==> src/rtl/uart_tx_fifo.sv <==
// ============================================================================
//  Module   : uart_tx_fifo
//  Purpose  : Byte FIFO plus launch FSM feeding a UART transmitter's
//             tx_ena/tx_data, paced on the UART's registered tx_busy.
//             Optional synchronous flush input: UART_TX_FIFO_FLUSH_EN.
//  Revision : 1.0 - initial release
// ============================================================================
`default_nettype none

module uart_tx_fifo #(
    parameter int D_WIDTH    = 8,
    parameter int ADDR_WIDTH = 4
) (
    input  logic                  clk,
    input  logic                  reset_n,
    input  logic                  wr_en,
    input  logic [D_WIDTH-1:0]    wr_data,
    output logic                  full,
    output logic                  empty,
    output logic [ADDR_WIDTH:0]   level,
    output logic                  overflow,
    input  logic                  ovf_clr,
    input  logic                  uart_tx_busy,
    output logic                  uart_tx_ena,
    output logic [D_WIDTH-1:0]    uart_tx_data,
    output logic                  tx_idle
`ifdef UART_TX_FIFO_FLUSH_EN
    ,
    input  logic                  flush
`endif
);

    localparam int                DEPTH   = 2 ** ADDR_WIDTH;
    localparam logic [ADDR_WIDTH:0]   LVL_FULL = (ADDR_WIDTH+1)'(DEPTH);
    localparam logic [ADDR_WIDTH:0]   LVL_ONE  = (ADDR_WIDTH+1)'(1);
    localparam logic [ADDR_WIDTH-1:0] PTR_ONE  = ADDR_WIDTH'(1);

    typedef enum logic [1:0] {
        S_IDLE      = 2'd0,
        S_LAUNCH    = 2'd1,
        S_WAIT_ACK  = 2'd2,
        S_WAIT_DONE = 2'd3
    } state_t;

    logic [D_WIDTH-1:0]    mem_q [DEPTH];
    logic [ADDR_WIDTH-1:0] wr_ptr_q, wr_ptr_d;
    logic [ADDR_WIDTH-1:0] rd_ptr_q, rd_ptr_d;
    logic [ADDR_WIDTH:0]   level_q, level_d;
    logic                  empty_q, empty_d;
    logic                  full_q, full_d;
    logic                  overflow_q, overflow_d;
    logic                  tx_ena_q, tx_ena_d;
    logic [D_WIDTH-1:0]    tx_data_q, tx_data_d;
    state_t                state_q, state_d;

    logic                  flush_req;
    logic                  push;
    logic                  pop;
    logic                  push_drop;

`ifdef UART_TX_FIFO_FLUSH_EN
    assign flush_req = flush;
`else
    assign flush_req = 1'b0;
`endif

    // Flush wins over both a push and a launch pop in the same cycle.
    assign push      = wr_en && !full_q && !flush_req;
    assign push_drop = wr_en && full_q && !flush_req;
    assign pop       = (state_q == S_IDLE) && !empty_q && !uart_tx_busy && !flush_req;

    // FIFO bookkeeping
    always_comb begin
        wr_ptr_d   = wr_ptr_q;
        rd_ptr_d   = rd_ptr_q;
        level_d    = level_q;
        overflow_d = overflow_q;

        if (flush_req) begin
            wr_ptr_d = '0;
            rd_ptr_d = '0;
            level_d  = '0;
        end else begin
            if (push) begin
                wr_ptr_d = wr_ptr_q + PTR_ONE;
            end
            if (pop) begin
                rd_ptr_d = rd_ptr_q + PTR_ONE;
            end
            case ({push, pop})
                2'b10:   level_d = level_q + LVL_ONE;
                2'b01:   level_d = level_q - LVL_ONE;
                default: level_d = level_q;
            endcase
        end

        if (push_drop) begin
            overflow_d = 1'b1;
        end else if (ovf_clr) begin
            overflow_d = 1'b0;
        end

        empty_d = (level_d == '0);
        full_d  = (level_d == LVL_FULL);
    end

    // Launch FSM with registered strobe and data
    always_comb begin
        state_d   = state_q;
        tx_ena_d  = 1'b0;
        tx_data_d = tx_data_q;

        case (state_q)
            S_IDLE: begin
                if (pop) begin
                    tx_data_d = mem_q[rd_ptr_q];
                    tx_ena_d  = 1'b1;
                    state_d   = S_LAUNCH;
                end
            end
            S_LAUNCH: begin
                state_d = S_WAIT_ACK;
            end
            S_WAIT_ACK: begin
                if (uart_tx_busy) begin
                    state_d = S_WAIT_DONE;
                end
            end
            S_WAIT_DONE: begin
                if (!uart_tx_busy) begin
                    state_d = S_IDLE;
                end
            end
            default: begin
                state_d = S_IDLE;
            end
        endcase
    end

    always_ff @(posedge clk) begin
        if (!reset_n) begin
            wr_ptr_q   <= '0;
            rd_ptr_q   <= '0;
            level_q    <= '0;
            empty_q    <= 1'b1;
            full_q     <= 1'b0;
            overflow_q <= 1'b0;
            tx_ena_q   <= 1'b0;
            tx_data_q  <= '0;
            state_q    <= S_IDLE;
        end else begin
            wr_ptr_q   <= wr_ptr_d;
            rd_ptr_q   <= rd_ptr_d;
            level_q    <= level_d;
            empty_q    <= empty_d;
            full_q     <= full_d;
            overflow_q <= overflow_d;
            tx_ena_q   <= tx_ena_d;
            tx_data_q  <= tx_data_d;
            state_q    <= state_d;
        end
    end

    // Storage needs no reset: occupancy is tracked by level and the pointers.
    always_ff @(posedge clk) begin
        if (reset_n && push) begin
            mem_q[wr_ptr_q] <= wr_data;
        end
    end

    assign full         = full_q;
    assign empty        = empty_q;
    assign level        = level_q;
    assign overflow     = overflow_q;
    assign uart_tx_ena  = tx_ena_q;
    assign uart_tx_data = tx_data_q;
    assign tx_idle      = empty_q && (state_q == S_IDLE) && !uart_tx_busy;

endmodule

`default_nettype wire

==> config.mk <==
export PLATFORM = sky130hd
export DESIGN_NAME = uart_tx_fifo
export DESIGN_NICKNAME = d
export VERILOG_FILES = /design/src/rtl/uart_tx_fifo.sv
export SDC_FILE = /design/constraint.sdc
export NUM_CORES = 1
export LEC_CHECK = 0
export ABC_AREA = 1
export CORE_ASPECT_RATIO = 1.5
export CORE_MARGIN = 5
export CORE_UTILIZATION = 50
export CTS_CLUSTER_DIAMETER = 150
export DETAILED_ROUTE_END_ITERATION = 8
export PLACE_DENSITY = 0.69
export SYNTH_ARGS = -nofsm -noshare
export SYNTH_HDL_FRONTEND = slang
export SYNTH_SLANG_ARGS = --single-unit
==> constraint.sdc <==
create_clock -name clk -period 2.2 [get_ports clk]
set_input_delay 0.55 -clock clk [delete_from_list [all_inputs] [get_ports clk]]
set_output_delay 0.55 -clock clk [all_outputs]
set_load 0.05 [all_outputs]
==> reports/summary.log, run 1 <==
[route] Via-to-Cell Ratio 5.81
[grt] largest net degree at the start of global routing 65
[place] placed wire-length estimate 10100 um
[grt] via count of the first global-routing pass 4707
[logic_synthesis] flops & latches, synth 155
[timing] total negative slack for setup checks 0 ns
[logic_synthesis] fraction of the yosys area taken by sequential cells 68.3%
[logic_synthesis] Post-Synthesis Net Count 573
[timing] Final Hold Vio Count 0
[power] leakage power 0.00280 uW
[worst_setup_path] CP Capture Point tx_idle
[route] First DRT Iteration DRCs 367
[cts] TritonCTS clock tree done
[cts] maximum count of clock buffers along a single path 2
[logic_synthesis] number of warnings printed during yosys synthesis 0
[logic_synthesis] library cell with the largest summed area after synthesis sky130_fd_sc_hd__edfxtp_1
[power] peak ir drop on the vdd network 946 uV
[place] worst slack at placement -0.337 ns
[floorplan] die outline width 103 um
[worst_setup_path] cell count along the critical path 4
[timing] Min Clock Period, post-route 2.16 ns
[worst_setup_path] FF-to-FF path depth 17
[floorplan] full die area 15200 um2
[logic_synthesis] portion of synthesized cell area occupied by the leading cell type 59.9%
[floorplan] Die Span Y 149 um
[run] number of max-cap violations 0
[worst_setup_path] Worst R2R Setup Slack 0.14 ns
[worst_setup_path] crit start category input pin
[worst_setup_path] biggest fanout along the worst timing path 3
[timing] smallest setup slack after layout 0.0435 ns
[logic_synthesis] Synth cell types 31
[worst_setup_path] critical path type in -> out
[worst_setup_path] crit-path max cell delay 0.46 ns
[timing] Slew @ Worst Pin 0.662 ns
[timing] unrepaired setup endpoints after global routing true
[cts] number of levels the H-tree was split into 4
[final_layout] final non-filler cell total 782
[cts] CTS root buffer sky130_fd_sc_hd__clkbuf_16
[final_layout] Synth-to-Final Area Change 20.5%
[worst_setup_path] slowest cell on the critical path sky130_fd_sc_hd__clkdlybuf4s50_1
[worst_setup_path] RR Startpoint state_q[0]
[cts] Clk Latency, worst-skew pair 0.42 ns
[worst_setup_path] start point of the critical path uart_tx_busy
[grt] wire length of the first global-routing pass 24200 um
[logic_synthesis] synthesized instance count 549
[floorplan] # IOs 31
[final_layout] Net count, final 637
[place] number of port buffers 30
[worst_hold_path] Hold Path Depth 2
[route] antenna-violating nets left 0
[cts] number of buffers added by the clock tree synthesis step 17
[timing] final number of max-transition violations 0
[route] count of TritonRoute iterations in the first routing pass 5
[floorplan] area of the core 12500 um2
[final_layout] Diodes inserted 0
[logic_synthesis] most area-consuming cells after synthesis sky130_fd_sc_hd__edfxtp_1 60%, sky130_fd_sc_hd__dfxtp_1 8.4%, sky130_fd_sc_hd__nor2_1 6.3%
[logic_synthesis] syn avg cell area 11.7 um2
[floorplan] initial core utilization 51.3%
[grt] total routing usage reported by global routing 21.4%
[final_layout] Design Area, Final 7730 um2
[worst_setup_path] required arrival time at the worst endpoint 1.65 ns
[timing] final-layout worst hold slack 0.486 ns
[timing] final worst clock skew 0.0118 ns
[floorplan] FP Rows 50
[logic_synthesis] combined area of all synthesized cells 6420 um2
[timing] achievable clock frequency 464 MHz
[worst_setup_path] combined buffer and inverter count along the critical path 3
[route] total DRC errors in the routed layout 0
[place] placed standard-cell area 7140 um2
[worst_hold_path] hold wc startpoint overflow
[worst_hold_path] worst hold-check path type reg -> reg
[place] Cell Count Post-Placement 749
[final_layout] fraction of layout instances using a drive strength above 1 17.4%
[timing] Rel. slew slack 55.7%
[cts] clock transition time at the flip-flop clock pins of the worst setup and hold paths 0.06 ns
[route] total routed wirelength 15400 um
[power] power density cells 1060 nW/um2
[route] via count 4545
[status] outcome finished clean
[timing] total setup violations reported at the end of the flow 0
[worst_setup_path] cells along the critical path clkdlybuf4s50_1 > buf_4 > nor3_2 > buf_12
[cts] clock sink total 155
[worst_setup_path] delay-heaviest family, CP buffers and inverters
[timing] post-route clock period utilization 98.0%
[worst_setup_path] Critical Path End Type primary output
[worst_setup_path] capturing point of the worst reg2reg path full
[grt] number of antenna violations at the first check in global routing 0
[place] final RePlAce weighted congestion 0.806
[grt] remaining global-route overflow 0
[route] wire length per cell after detailed routing 19.7 um
[worst_setup_path] arrival time reported for the critical path endpoint 1.61 ns
==> report_power, final <==
part           internal (uW)  switching [uW]  leakage, uW  total (uW)
Combinational            687            1350      0.00116        2030
Clock                   1570            1180     0.000265        2760
Sequential              3310             110      0.00137        3420
==> cells in the mapped netlist <==
| library cell | number |
|---|---|
| sky130_fd_sc_hd__buf_4 | 3 |
| sky130_fd_sc_hd__nor2_4 | 1 |
| sky130_fd_sc_hd__a31oi_1 | 1 |
| sky130_fd_sc_hd__nor2_2 | 2 |
| sky130_fd_sc_hd__buf_1 | 1 |
| sky130_fd_sc_hd__xor2_1 | 2 |
| sky130_fd_sc_hd__nor2_1 | 107 |
| sky130_fd_sc_hd__inv_1 | 32 |
| sky130_fd_sc_hd__nand2_4 | 1 |
| sky130_fd_sc_hd__o221ai_1 | 12 |
| sky130_fd_sc_hd__o21ai_0 | 69 |
| sky130_fd_sc_hd__nand2_1 | 22 |
| sky130_fd_sc_hd__o21ai_1 | 3 |
| sky130_fd_sc_hd__nor3_1 | 4 |
| sky130_fd_sc_hd__clkinv_1 | 1 |
| sky130_fd_sc_hd__nand3_2 | 5 |
| sky130_fd_sc_hd__ha_1 | 11 |
| sky130_fd_sc_hd__a211oi_1 | 1 |
| sky130_fd_sc_hd__nand2_2 | 8 |
| sky130_fd_sc_hd__nand3_1 | 34 |
| sky130_fd_sc_hd__a21oi_1 | 11 |
| sky130_fd_sc_hd__buf_2 | 17 |
| sky130_fd_sc_hd__inv_2 | 2 |
| sky130_fd_sc_hd__nand4_1 | 5 |
| sky130_fd_sc_hd__o211ai_1 | 29 |
| sky130_fd_sc_hd__inv_4 | 1 |
| sky130_fd_sc_hd__edfxtp_1 | 128 |
| sky130_fd_sc_hd__dfxtp_1 | 27 |
| sky130_fd_sc_hd__clkbuf_1 | 7 |
| sky130_fd_sc_hd__nor4_1 | 1 |
| sky130_fd_sc_hd__clkbuf_2 | 1 |
==> layout by cell type, fill, tap and decap left out, types with 3 or more instances in the layout <==
| cell | instances |
|---|---|
| sky130_fd_sc_hd__edfxtp_1 | 128 |
| sky130_fd_sc_hd__dlygate4sd2_1 | 6 |
| sky130_fd_sc_hd__a21oi_1 | 10 |
| sky130_fd_sc_hd__nor3_1 | 3 |
| sky130_fd_sc_hd__nand4_1 | 5 |
| sky130_fd_sc_hd__ha_1 | 10 |
| sky130_fd_sc_hd__inv_2 | 6 |
| sky130_fd_sc_hd__dfxtp_2 | 4 |
| sky130_fd_sc_hd__nand3_2 | 5 |
| sky130_fd_sc_hd__o21ai_0 | 68 |
| sky130_fd_sc_hd__clkinvlp_4 | 4 |
| sky130_fd_sc_hd__nand2_1 | 22 |
| sky130_fd_sc_hd__buf_4 | 42 |
| sky130_fd_sc_hd__o211ai_1 | 29 |
| sky130_fd_sc_hd__clkdlybuf4s50_1 | 22 |
| sky130_fd_sc_hd__o221ai_1 | 12 |
| sky130_fd_sc_hd__nor2_1 | 107 |
| sky130_fd_sc_hd__buf_12 | 3 |
| sky130_fd_sc_hd__inv_1 | 28 |
| sky130_fd_sc_hd__inv_6 | 6 |
| sky130_fd_sc_hd__nand3_1 | 34 |
| sky130_fd_sc_hd__nand2_2 | 8 |
| sky130_fd_sc_hd__clkbuf_16 | 17 |
| sky130_fd_sc_hd__o21ai_1 | 3 |
| sky130_fd_sc_hd__dfxtp_1 | 23 |
==> worst min-delay path by stage <==
stage	endpoint	slack [ns]
final	overflow	0.49
after global routing	state_q[1]	0.51
after CTS	overflow	0.48
after detailed placement	overflow	0.47
after global placement	overflow	0.45
after floorplan	wr_ptr_q[2]	0.48
==> routing by layer <==
layer,track usage [%],part of all wire [%],wire length [um]
met5,0,0,0
met4,9.98,3.5,532
met1,23.3,37,5760
met2,38.5,54,8340
met3,4.82,4.9,751
==> area by class of cell <==
| class | instances | area, um2 |
|---|---|---|
| clock inverter | 15 | 139 |
| tap | 156 | 195 |
| fill | 963 | 4780 |
| inverter | 36 | 138 |
| timing repair buffer | 74 | 661 |
| clock buffer | 17 | 425 |
| multi-input combinational | 329 | 1790 |
| sequential | 155 | 4390 |
==> worst reg2reg max path, stage by stage, from the launching register on <==
cell	delay, ns
sky130_fd_sc_hd__dfxtp_2	0.33
sky130_fd_sc_hd__inv_2	0.08
sky130_fd_sc_hd__ha_1	0.16
sky130_fd_sc_hd__inv_2	0.06
sky130_fd_sc_hd__nor2_4	0.17
sky130_fd_sc_hd__nand3_2	0.10
sky130_fd_sc_hd__nand2_1	0.07
sky130_fd_sc_hd__nand2_1	0.07
sky130_fd_sc_hd__ha_1	0.20
sky130_fd_sc_hd__a21oi_2	0.17
sky130_fd_sc_hd__inv_2	0.07
sky130_fd_sc_hd__nand3_1	0.08
sky130_fd_sc_hd__nand2_1	0.07
sky130_fd_sc_hd__nand3_1	0.08
sky130_fd_sc_hd__nand2_1	0.07
sky130_fd_sc_hd__nand2_2	0.08
sky130_fd_sc_hd__nand2_2	0.06
sky130_fd_sc_hd__nor2_2	0.08
==> registers in the layout, summed over array words and instances (netlist names) <==
register / count
mem_q: 128
uart_tx_data: 8
level: 5
rd_ptr_q: 4
wr_ptr_q: 4
state_q: 2
empty: 1
full: 1
overflow: 1
uart_tx_ena: 1
==> metrics by stage <==
stage | total power, uW | util, %
after floorplan | 4760 | -
after global placement | 5410 | 57.0
after detailed placement | 5460 | 57.0
after CTS | 8190 | 61.5
after global routing | 8600 | 61.8
final | 8210 | 61.8
==> cell families (layout without fill, tap and decap cells) <==
group                    count (synthesis)  count (layout)  share of synthesized area [%]
AND/OR/NAND/NOR                        190             190                           13.2
flip-flops                             155             155                           68.3
AO/OA/AOI/OAI                          126             126                           11.7
buffers and inverters                   65             142                           4.37
adder cells (fa/ha/maj)                 11              11                           2.14
XOR/XNOR                                 2               2                          0.273
==> timing repair <==
action,4_1_cts,5_1_grt
buffers inserted,0,1
pin swaps,0,1
gates resized for setup,7,12
hold buffers,0,0
endpoints found under the setup margin,7,6
No activity file was read; power rests on OpenSTA's default activity.
==> inputs of run 2 (changes only) <==
CORE_MARGIN = 4   (was 5)
==> run 2 against run 1 <==
Core utilization increased by 0.13 points. Register-to-register slack about the same. Flip-flop and latch count stayed put. Worst hold slack worse by 0.0059 ns. Clock-buffer cell count stayed put. Setup slack got worse by 0.0081 ns. Critical path type unchanged. Largest power group unchanged.
==> reports/summary.log, run 2 (synthesis results as in run 1) <==
[floorplan] FP Rows 50 [unchanged]
[worst_setup_path] FF-to-FF path depth 13 [-4]
[cts] clock sink total 155 [unchanged]
[final_layout] fraction of layout instances using a drive strength above 1 18.0% [+0.58 points]
[route] total DRC errors in the routed layout 0 [unchanged]
[route] via count 4488 [-1.3%]
[final_layout] Diodes inserted 0 [unchanged]
[worst_hold_path] hold wc startpoint overflow
[grt] wire length of the first global-routing pass 23500 um [-2.8%]
[worst_setup_path] biggest fanout along the worst timing path 3 [unchanged]
[worst_setup_path] required arrival time at the worst endpoint 1.65 ns [about the same]
[timing] final number of max-transition violations 0 [unchanged]
[floorplan] # IOs 31 [unchanged]
[place] number of port buffers 30 [unchanged]
[worst_setup_path] arrival time reported for the critical path endpoint 1.61 ns [about the same]
[run] number of max-cap violations 0 [unchanged]
[final_layout] leading cell type in the layout, fill and taps excluded sky130_fd_sc_hd__edfxtp_1
[status] outcome finished clean
[worst_setup_path] capturing point of the worst reg2reg path empty
[power] peak ir drop on the vdd network 987 uV [+4.4%]
[timing] unrepaired setup endpoints after global routing true
[floorplan] die outline width 101 um [-2.0%]
[floorplan] initial core utilization 51.3% [unchanged]
[place] worst slack at placement -0.311 ns [+0.0268 ns]
[timing] Final Hold Vio Count 0 [unchanged]
[timing] Rel. slew slack 55.6% [-0.089 points]
[place] placed wire-length estimate 9920 um [-1.8%]
[route] Via-to-Cell Ratio 5.72 [-1.5%]
[worst_setup_path] Critical Path End Type primary output
[cts] number of buffers added by the clock tree synthesis step 17 [unchanged]
[timing] smallest setup slack after layout 0.0354 ns [-0.00810 ns]
[grt] largest net degree at the start of global routing 67 [+3.1%]
[route] total routed wirelength 14900 um [-3.0%]
[final_layout] Synth-to-Final Area Change 20.7%
[timing] total setup violations reported at the end of the flow 0 [unchanged]
[cts] maximum count of clock buffers along a single path 2 [unchanged]
[timing] Slew @ Worst Pin 0.663 ns [+0.00133 ns]
[route] First DRT Iteration DRCs 358 [-2.5%]
[grt] total routing usage reported by global routing 21.2% [-0.17 points]
[cts] number of levels the H-tree was split into 4 [unchanged]
[floorplan] Die Span Y 147 um [-1.3%]
[power] leakage power 0.00286 uW [+1.9%]
[worst_setup_path] Worst R2R Setup Slack 0.14 ns [about the same]
[worst_setup_path] critical path type in -> out
[final_layout] flip-flop count of the largest register after layout 128 [unchanged]
[cts] CTS root buffer sky130_fd_sc_hd__clkbuf_16
[cts] TritonCTS clock tree done
[cts] clock transition time at the flip-flop clock pins of the worst setup and hold paths 0.07 ns [about the same]
[timing] final-layout worst hold slack 0.480 ns [-0.00593 ns]
[floorplan] area of the core 12500 um2 [unchanged]
[floorplan] full die area 14800 um2 [-3.3%]
[worst_hold_path] worst hold-check path type reg -> reg
[timing] post-route clock period utilization 98.4% [+0.37 points]
[route] wire length per cell after detailed routing 19.0 um [-3.2%]
[power] power density cells 1070 nW/um2 [+0.50%]
[grt] number of antenna violations at the first check in global routing 0 [unchanged]
[final_layout] Net count, final 639 [+0.31%]
[final_layout] final design utilization 61.9% [+0.13 points]
[cts] Clk Latency, worst-skew pair 0.42 ns [about the same]
[final_layout] most flop-heavy register mem_q
[timing] Min Clock Period, post-route 2.16 ns [+0.00810 ns]
[route] count of TritonRoute iterations in the first routing pass 5 [unchanged]
[grt] via count of the first global-routing pass 4592 [-2.4%]
[final_layout] most frequent cells in the layout 128 x sky130_fd_sc_hd__edfxtp_1, 107 x sky130_fd_sc_hd__nor2_1, 68 x sky130_fd_sc_hd__o21ai_0
[timing] achievable clock frequency 462 MHz [-0.37%]
[route] antenna-violating nets left 0 [unchanged]
[place] final RePlAce weighted congestion 0.804 [-0.26%]
[worst_hold_path] Hold Path Depth 2 [unchanged]
[worst_setup_path] RR Startpoint state_q[0]
[worst_hold_path] capture endpoint of the worst hold path overflow
[worst_setup_path] crit start category input pin
[grt] remaining global-route overflow 0 [unchanged]
[timing] final worst clock skew 0.0142 ns [+0.00249 ns]
## run 2: report_power, final
| group | internal [uW] | total (uW) | switching (uW) |
|---|---|---|---|
| Combinational | 686 | 2030 | 1340 |
| Sequential | 3310 | 3410 | 103 |
| Clock | 1600 | 2830 | 1230 |
| Total | 5590 | 8270 | 2670 |
## run 2: final cells by class
class	instances	area, um2
inverter	36	138
sequential	155	4390
clock inverter	15	160
multi-input combinational	329	1770
timing repair buffer	76	668
clock buffer	17	425
tap	156	195
fill	978	4760
## run 2: timing repair
action,CTS,global route
pin swaps,0,1
setup buffers,0,3
resized for setup,6,15
hold buffers,0,0
endpoints found under the setup margin,6,7
## run 2: worst max-delay path by stage
stage,endpoint,start,cells after the start
after floorplan,empty,state_q[0],13
after CTS,empty,state_q[0],16
after detailed placement,empty,uart_tx_busy,14
after global routing,full,state_q[0],17
after global placement,empty,uart_tx_busy,11
final,tx_idle,uart_tx_busy,4
## run 2: per-layer routing
| layer | part of all wire (%) | up-vias | global-route usage (%) |
|---|---|---|---|
| li1 | - | 2109 | - |
| met2 | 55 | 169 | 38.0 |
| met1 | 37 | 2174 | 23.9 |
| met5 | 0 | - | 0 |
| met3 | 4.5 | 36 | 4.99 |
| met4 | 3.4 | 0 | 8.77 |
## run 2: metrics by stage
stage	setup TNS [ns]	total power, uW	area (um2)	cells
after floorplan	0	4760	6420	549
after global placement	-3.97	5390	7120	749
after detailed placement	-9.65	5440	7120	749
after CTS	0	8220	7700	781
after global routing	-0.0182	8630	7750	784
final	0	8270	7750	784
## run 2: critical path, stage by stage
cell and delay [ns]:
sky130_fd_sc_hd__clkdlybuf4s50_1 0.46, sky130_fd_sc_hd__buf_4 0.18, sky130_fd_sc_hd__nor3_2 0.25, sky130_fd_sc_hd__buf_12 0.17
